--- src/rtl/stall_if.sv ---
// Handshake bundle between the memory-access decode and the stall controller.
interface stall_if #(
    parameter int NCH = 2
);
    logic           start;
    logic [NCH-1:0] need;
    logic [NCH-1:0] ack;
    logic           hold;
    logic [NCH-1:0] done_mask;
    logic           overlap_err;
    logic           timeout;
    logic [NCH-1:0] timeout_ch;

    modport master (
        output start, need, ack,
        input  hold, done_mask, overlap_err, timeout, timeout_ch
    );

    modport slave (
        input  start, need, ack,
        output hold, done_mask, overlap_err, timeout, timeout_ch
    );
endinterface

--- src/rtl/stall_ctrl.sv ---
// N-channel pipeline stall controller for CowCat32.
// Optional watchdog abort enabled by defining STALL_TIMEOUT_EN.
module stall_ctrl #(
    parameter int NCH      = 2,
    parameter int TO_W     = 8,
    parameter int TO_LIMIT = 200
) (
    input  logic    clk,
    input  logic    rst,
    stall_if.slave  bus
);
    typedef enum logic {S_IDLE, S_WAIT} state_t;

    state_t         state, state_n;
    logic [NCH-1:0] pending, pending_n;
    logic [NCH-1:0] done_q, done_n;
    logic [NCH-1:0] miss, left;
    logic           ovl_q, ovl_n;
    logic           hold;

    assign miss = bus.need & ~bus.ack;
    assign left = pending & ~bus.ack;

`ifdef STALL_TIMEOUT_EN
    localparam logic [TO_W-1:0] LAST = TO_W'(TO_LIMIT - 1);

    logic [TO_W-1:0] cnt, cnt_n;
    logic            to_q, to_n;
    logic [NCH-1:0]  toch_q, toch_n;
`endif

    always_comb begin
        state_n   = state;
        pending_n = pending;
        done_n    = done_q;
        ovl_n     = ovl_q;
        hold      = 1'b0;
`ifdef STALL_TIMEOUT_EN
        cnt_n     = cnt;
        to_n      = to_q;
        toch_n    = toch_q;
`endif
        unique case (state)
            S_IDLE: begin
                hold = bus.start & |miss;
                if (bus.start) begin
                    done_n    = bus.need & bus.ack;
                    pending_n = miss;
                    if (|miss) begin
                        state_n = S_WAIT;
`ifdef STALL_TIMEOUT_EN
                        cnt_n   = '0;
`endif
                    end
                end
            end
            S_WAIT: begin
                hold      = |left;
                pending_n = left;
                done_n    = done_q | (pending & bus.ack);
                if (bus.start)
                    ovl_n = 1'b1;
                if (!(|left)) begin
                    state_n = S_IDLE;
`ifdef STALL_TIMEOUT_EN
                end else if (cnt == LAST) begin
                    // abandon the step; remember who never answered
                    state_n   = S_IDLE;
                    to_n      = 1'b1;
                    toch_n    = left;
                    pending_n = '0;
                end else begin
                    cnt_n = cnt + 1'b1;
`endif
                end
            end
            default: state_n = S_IDLE;
        endcase
    end

    always_ff @(posedge clk) begin
        if (rst) begin
            state   <= S_IDLE;
            pending <= '0;
            done_q  <= '0;
            ovl_q   <= 1'b0;
        end else begin
            state   <= state_n;
            pending <= pending_n;
            done_q  <= done_n;
            ovl_q   <= ovl_n;
        end
    end

`ifdef STALL_TIMEOUT_EN
    always_ff @(posedge clk) begin
        if (rst) begin
            cnt    <= '0;
            to_q   <= 1'b0;
            toch_q <= '0;
        end else begin
            cnt    <= cnt_n;
            to_q   <= to_n;
            toch_q <= toch_n;
        end
    end

    assign bus.timeout    = to_q;
    assign bus.timeout_ch = toch_q;
`else
    assign bus.timeout    = 1'b0;
    assign bus.timeout_ch = '0;
`endif

    assign bus.hold        = hold;
    assign bus.done_mask   = done_q;
    assign bus.overlap_err = ovl_q;
endmodule

--- src/flat_wrapper.sv ---
// flat-port wrapper written by rule: the top's interface ports become plain ports
module stall_ctrl_flat 
#(
    parameter int NCH      = 2,
    parameter int TO_W     = 8,
    parameter int TO_LIMIT = 200
)
  (clk, rst, bus_start, bus_need, bus_ack, bus_hold, bus_done_mask, bus_overlap_err, bus_timeout, bus_timeout_ch);
  stall_if #(.NCH(NCH)) bus_i ();
  input  logic clk;
  input  logic rst;
  input wire logic [$bits(bus_i.start)-1:0] bus_start;
  input wire logic [$bits(bus_i.need)-1:0] bus_need;
  input wire logic [$bits(bus_i.ack)-1:0] bus_ack;
  output wire logic [$bits(bus_i.hold)-1:0] bus_hold;
  output wire logic [$bits(bus_i.done_mask)-1:0] bus_done_mask;
  output wire logic [$bits(bus_i.overlap_err)-1:0] bus_overlap_err;
  output wire logic [$bits(bus_i.timeout)-1:0] bus_timeout;
  output wire logic [$bits(bus_i.timeout_ch)-1:0] bus_timeout_ch;
  assign bus_i.start = bus_start;
  assign bus_i.need = bus_need;
  assign bus_i.ack = bus_ack;
  assign bus_hold = bus_i.hold;
  assign bus_done_mask = bus_i.done_mask;
  assign bus_overlap_err = bus_i.overlap_err;
  assign bus_timeout = bus_i.timeout;
  assign bus_timeout_ch = bus_i.timeout_ch;
  stall_ctrl #(.NCH(NCH), .TO_W(TO_W), .TO_LIMIT(TO_LIMIT)) u_core (.clk(clk), .rst(rst), .bus(bus_i));
endmodule
--- config.mk ---
export PLATFORM = sky130hd
export DESIGN_NAME = stall_ctrl_flat
export DESIGN_NICKNAME = d
export VERILOG_FILES = /design/src/rtl/stall_if.sv /design/src/rtl/stall_ctrl.sv /design/src/flat_wrapper.sv
export SDC_FILE = /design/constraint.sdc
export NUM_CORES = 1
export LEC_CHECK = 0
export ABC_AREA = 1
export ABC_CLOCK_PERIOD_IN_PS = 2800
export CAP_MARGIN = 20
export CORE_AREA = 2 2 39 41
export DETAILED_ROUTE_END_ITERATION = 16
export DIE_AREA = 0 0 41 43
export PLACE_DENSITY = 0.58
export SYNTH_ARGS = -nofsm -noshare
export SYNTH_HDL_FRONTEND = slang
export SYNTH_SLANG_ARGS = --single-unit
--- constraint.sdc ---
create_clock -name clk -period 2.8 [get_ports clk]
set_clock_uncertainty 0.15 [all_clocks]
set_input_delay 0.28 -clock clk [delete_from_list [all_inputs] [get_ports clk]]
set_output_delay 0.28 -clock clk [all_outputs]
set_load 0.01 [all_outputs]
## After elaboration in Yosys (flattened, before gate mapping)

Cells that the tools add are included.

- Reductions and logical operators: 3
- Muxes and demuxes: 9
- Bitwise logic cells: 8
- Equality and inequality tests: 1

Operator list:

| operator | count |
|---|---|
| 2-bit bitwise AND | 4 |
| 2-bit one-hot mux with 2 select lines | 2 |
| 2-bit two-way mux | 2 |
| 1-bit one-hot mux with 2 select lines | 2 |
| 2-bit OR reduction | 2 |
| 1-bit two-way mux | 3 |
| 2-bit != test, second input constant | 1 |
| 2-bit NOT | 1 |
| 2-bit OR | 1 |
| 2-bit AND reduction | 1 |
| 1-bit bitwise AND | 1 |
| 1-bit NOT | 1 |

- Register bits after elaboration: 6
- Word-level logic and storage cells: 25
- Input port bits: 7

## Longest topological paths before layout

- Word-level depth: 6
- Mapped depth: 6

## Least setup slack after synthesis

Ideal clock, no wire load.

- Path kind: reg2out
- Start: reg u_core.state
- End: out bus_hold
- Buffers on the path: 1
- Cell stages (with the launch flop): 5
- Slack: 1.658 ns
- Arrival: 0.712 ns
- Cells stage by stage: dfxtp_1 -> buf_6 -> nor2_4 -> nand2_1 -> nand2_1

- Longest elaborated chain between the ends: 2

Ends and longest elaborated chain:

| what | RTL line | RTL |
|---|---|---|
| from (decl) | stall_ctrl.sv:14 | `state_t state, state_n;` |
| from (signal assigned) | stall_ctrl.sv:88 | `state <= state_n;` |
| 1-bit NOT | stall_ctrl.sv:43 | `unique case (state)` |
| 1-bit one-hot mux with 2 select lines (*) | stall_ctrl.sv:43 |  |
| to (decl) | flat_wrapper.sv:15 | `output wire logic [$bits(bus_i.hold)-1:0] bus_hold;` |

Every way passes the cells marked *; elsewhere a longest branch is shown, timed or not.

## Final worst setup path

- Start: in bus_start
- End: out bus_hold

- Longest elaborated chain between the ends: 2

Ends and longest elaborated chain:

| what | RTL line | RTL |
|---|---|---|
| from (decl) | flat_wrapper.sv:12 | `input wire logic [$bits(bus_i.start)-1:0] bus_start;` |
| 1-bit bitwise AND | stall_ctrl.sv:45 | `hold = bus.start & \|miss;` |
| 1-bit one-hot mux with 2 select lines | stall_ctrl.sv:43 |  |

Every way passes these cells.

==> results.ini <==
[critical_path]
crit_arrival_ns=1.66
worstSetupStartpoint=bus_start
crit_type=input pin to output pin
r2r_slack_ns=1.67
end_kind=output pin
cp_max_fo=5
crit_path_top_delay_cell=clkdlybuf4s50_1
rr_startpoint=u_core.state$_SDFF_PP0_
start_kind=input pin
crit_family=buffers and inverters
r2r_end=u_core.pending[1]$_SDFFE_PP0P_
crit_buf_inv=3
max_stage_delay_ns=0.53
crit_required_ns=2.37
reg2reg_depth=5
crit_path_cell_trace=clkdlybuf4s50_1, inv_2, nor2_4, nand2_1, nand2_1, clkdlybuf4s50_1

[synthesis]
synthFlopType=dfxtp_1
ys_warn_count=0
yosysTopAreaCell=dfxtp_1
yosys-top-cells-area=dfxtp_1, nand2_1, inv_1, nand3_1, buf_4
yosysSeqAreaShare_pct=32.32
ys_ff_latch=6
ys_async_sr_fraction_pct=0
yosysMostFrequentCell=nand2_1
synth_area_um2=371.6
syn_inst=62
synth.avg_cell_area_um2=5.994
synth_edf_count=0
synth_top_cells_by_count=nand2_1, inv_1, dfxtp_1, nand3_1, a21oi_1
synth.distinct_cells=13
yosysTopAreaCellShare_pct=32.32

[clocking]
holdBufCountCts=0
clk_pin_slew_ns=0.05
cts_setup_buffers=0
clk_latency_ns=0.25
clock_path_buffers=2
htreeDepth=1
cts_tree=built
root_buffer=clkbuf_4
numCtsBuffers=3
clock-sinks=6
cts_resized=0

[timing]
setup_viol=0
final_max_slew_viol_count=0
tns_ns=0
clock.fmax_mhz=479.4
grt_setup_unrepaired=no
hold_ws_ns=0.2983
finalCritPeriodShare_pct=74.50
finalCriticalPeriod_ns=2.086
hold_viol=0

[routing]
drt_iter0_drc=15
num_vias=376
ant_nets=0
drt_wl_total_um=717
wl_per_cell_um=8.056
dr.pass1.iters=4
drc=0
drt-vias-per-instance=4.225

[die]
die_w_um=41
io_pins=14
num_rows=14
die_h_um=43
core-area_um2=1384
dieArea_um2=1763
start_util_pct=26.85

[global_route]
grt_usage_pct=10.43
gr-total-overflow=0
antenna_found_initial=0
grt_pass1_wl_mm=1.228
grt_pass1_vias=300
grt_max_degree=9

[cells_and_area]
nets=82
final_util_pct=35.26
final_area_um2=488.0
fill_cells=153
area_delta_synth_final_pct=31.31
diodes=0
drive_gt1_share_pct=8.219

[power]
power_frac_seq_pct=43.2
combPwrFrac_pct=19.1
switching_share_pct=26.75
intPower_uw=159.2
clkPwrFrac_pct=37.7
p_leak_nw=0.2432
power.switching_uw=58.12
finalPower_uw=217.3
pwr_density_cell_nw_per_um2=445.3
irDropWorstVdd_mv=0.1445

[hold_path]
holdPathStages=2
min_from=u_core.bus.done_mask[0]$_SDFFE_PP0P_
hold_end=u_core.bus.done_mask[0]$_SDFFE_PP0P_
worst_hold_path_type=flop to flop

[run]
drv_cap=0

[placement]
dpl-instance-area_um2=465.4
gp_congestion=0.7372
hpwl_um=586.9
portBuffers=10

[status]
status=finished clean

## per-stage QoR
stage                     worst slack (ns)  cells
after floorplan                      1.658     64
after global routing                0.6155     89
after global placement              0.7277     86
after CTS                           0.6945     89
after detailed placement            0.6940     86
final                               0.7139     89
## power by group through the flow
stage | Combinational [mW] | Clock, mW | Sequential, mW
after detailed placement | 0.0418 | 0 | 0.0957
final | 0.0415 | 0.0818 | 0.0940
after floorplan | 0.0261 | 0 | 0.0947
after CTS | 0.0419 | 0.0835 | 0.0939
after global routing | 0.0476 | 0.0900 | 0.0944
after global placement | 0.0419 | 0 | 0.0955
## metal layers
layer  GRT usage [%]  vias to the layer above  part of all wire [%]
met4           10.00                        0                   4.0
li1                -                      198                     -
met2           13.44                        8                    48
met3           1.571                        4                   2.1
met1           13.78                      166                    46
met5               0                        -                     0
## worst min-delay path, cell delays in order (launching register included)
cell and delay, ns:
dfxtp_1 0.30, inv_1 0.05, a21oi_1 0.05
## state kept, by name (all words and copies together) (netlist names)
signal and count:
u_core.bus.overlap_err 1, u_core.bus.done_mask 2, u_core.state 1, u_core.pending 2
## kinds of logic after synthesis
family                 synth area share [%]
other                                 1.009
DFF                                   32.32
and+or+nand+nor                       39.06
AOI/OAI and AO/OA                     5.387
buffers and inverters                 22.22
## layout by cell type (no fill, tap or decap)
cell,instances
a21oi_1,4
clkbuf_4,3
clkdlybuf4s50_1,10
clkinv_1,2
conb_1,3
dfxtp_1,6
inv_1,10
inv_2,1
nand2_1,23
nand3_1,6
nor2_1,3
nor2_2,1
nor2_4,1
## layout make-up
class                           instances  area, um^2  share of cell area, %
Clock buffer                            3       22.52                  4.615
Inverter                               13       48.80                  10.00
Multi-Input combinational cell         41       176.4                  36.15
Sequential cell                         6       120.1                  24.62
Tap cell                               16       20.02                  4.103
Timing Repair Buffer                   10       100.1                  20.51
## worst max path at each step
stage | cells after the start | to | slack, ns
3_3_place_gp | 6 | bus_hold | 0.73
3_5_place_dp | 6 | bus_hold | 0.69
5_1_grt | 7 | bus_hold | 0.62
4_1_cts | 6 | bus_hold | 0.69
6_report | 6 | bus_hold | 0.71
2_1_floorplan | 4 | bus_hold | 1.66
(Power assumes the default switching activity.)
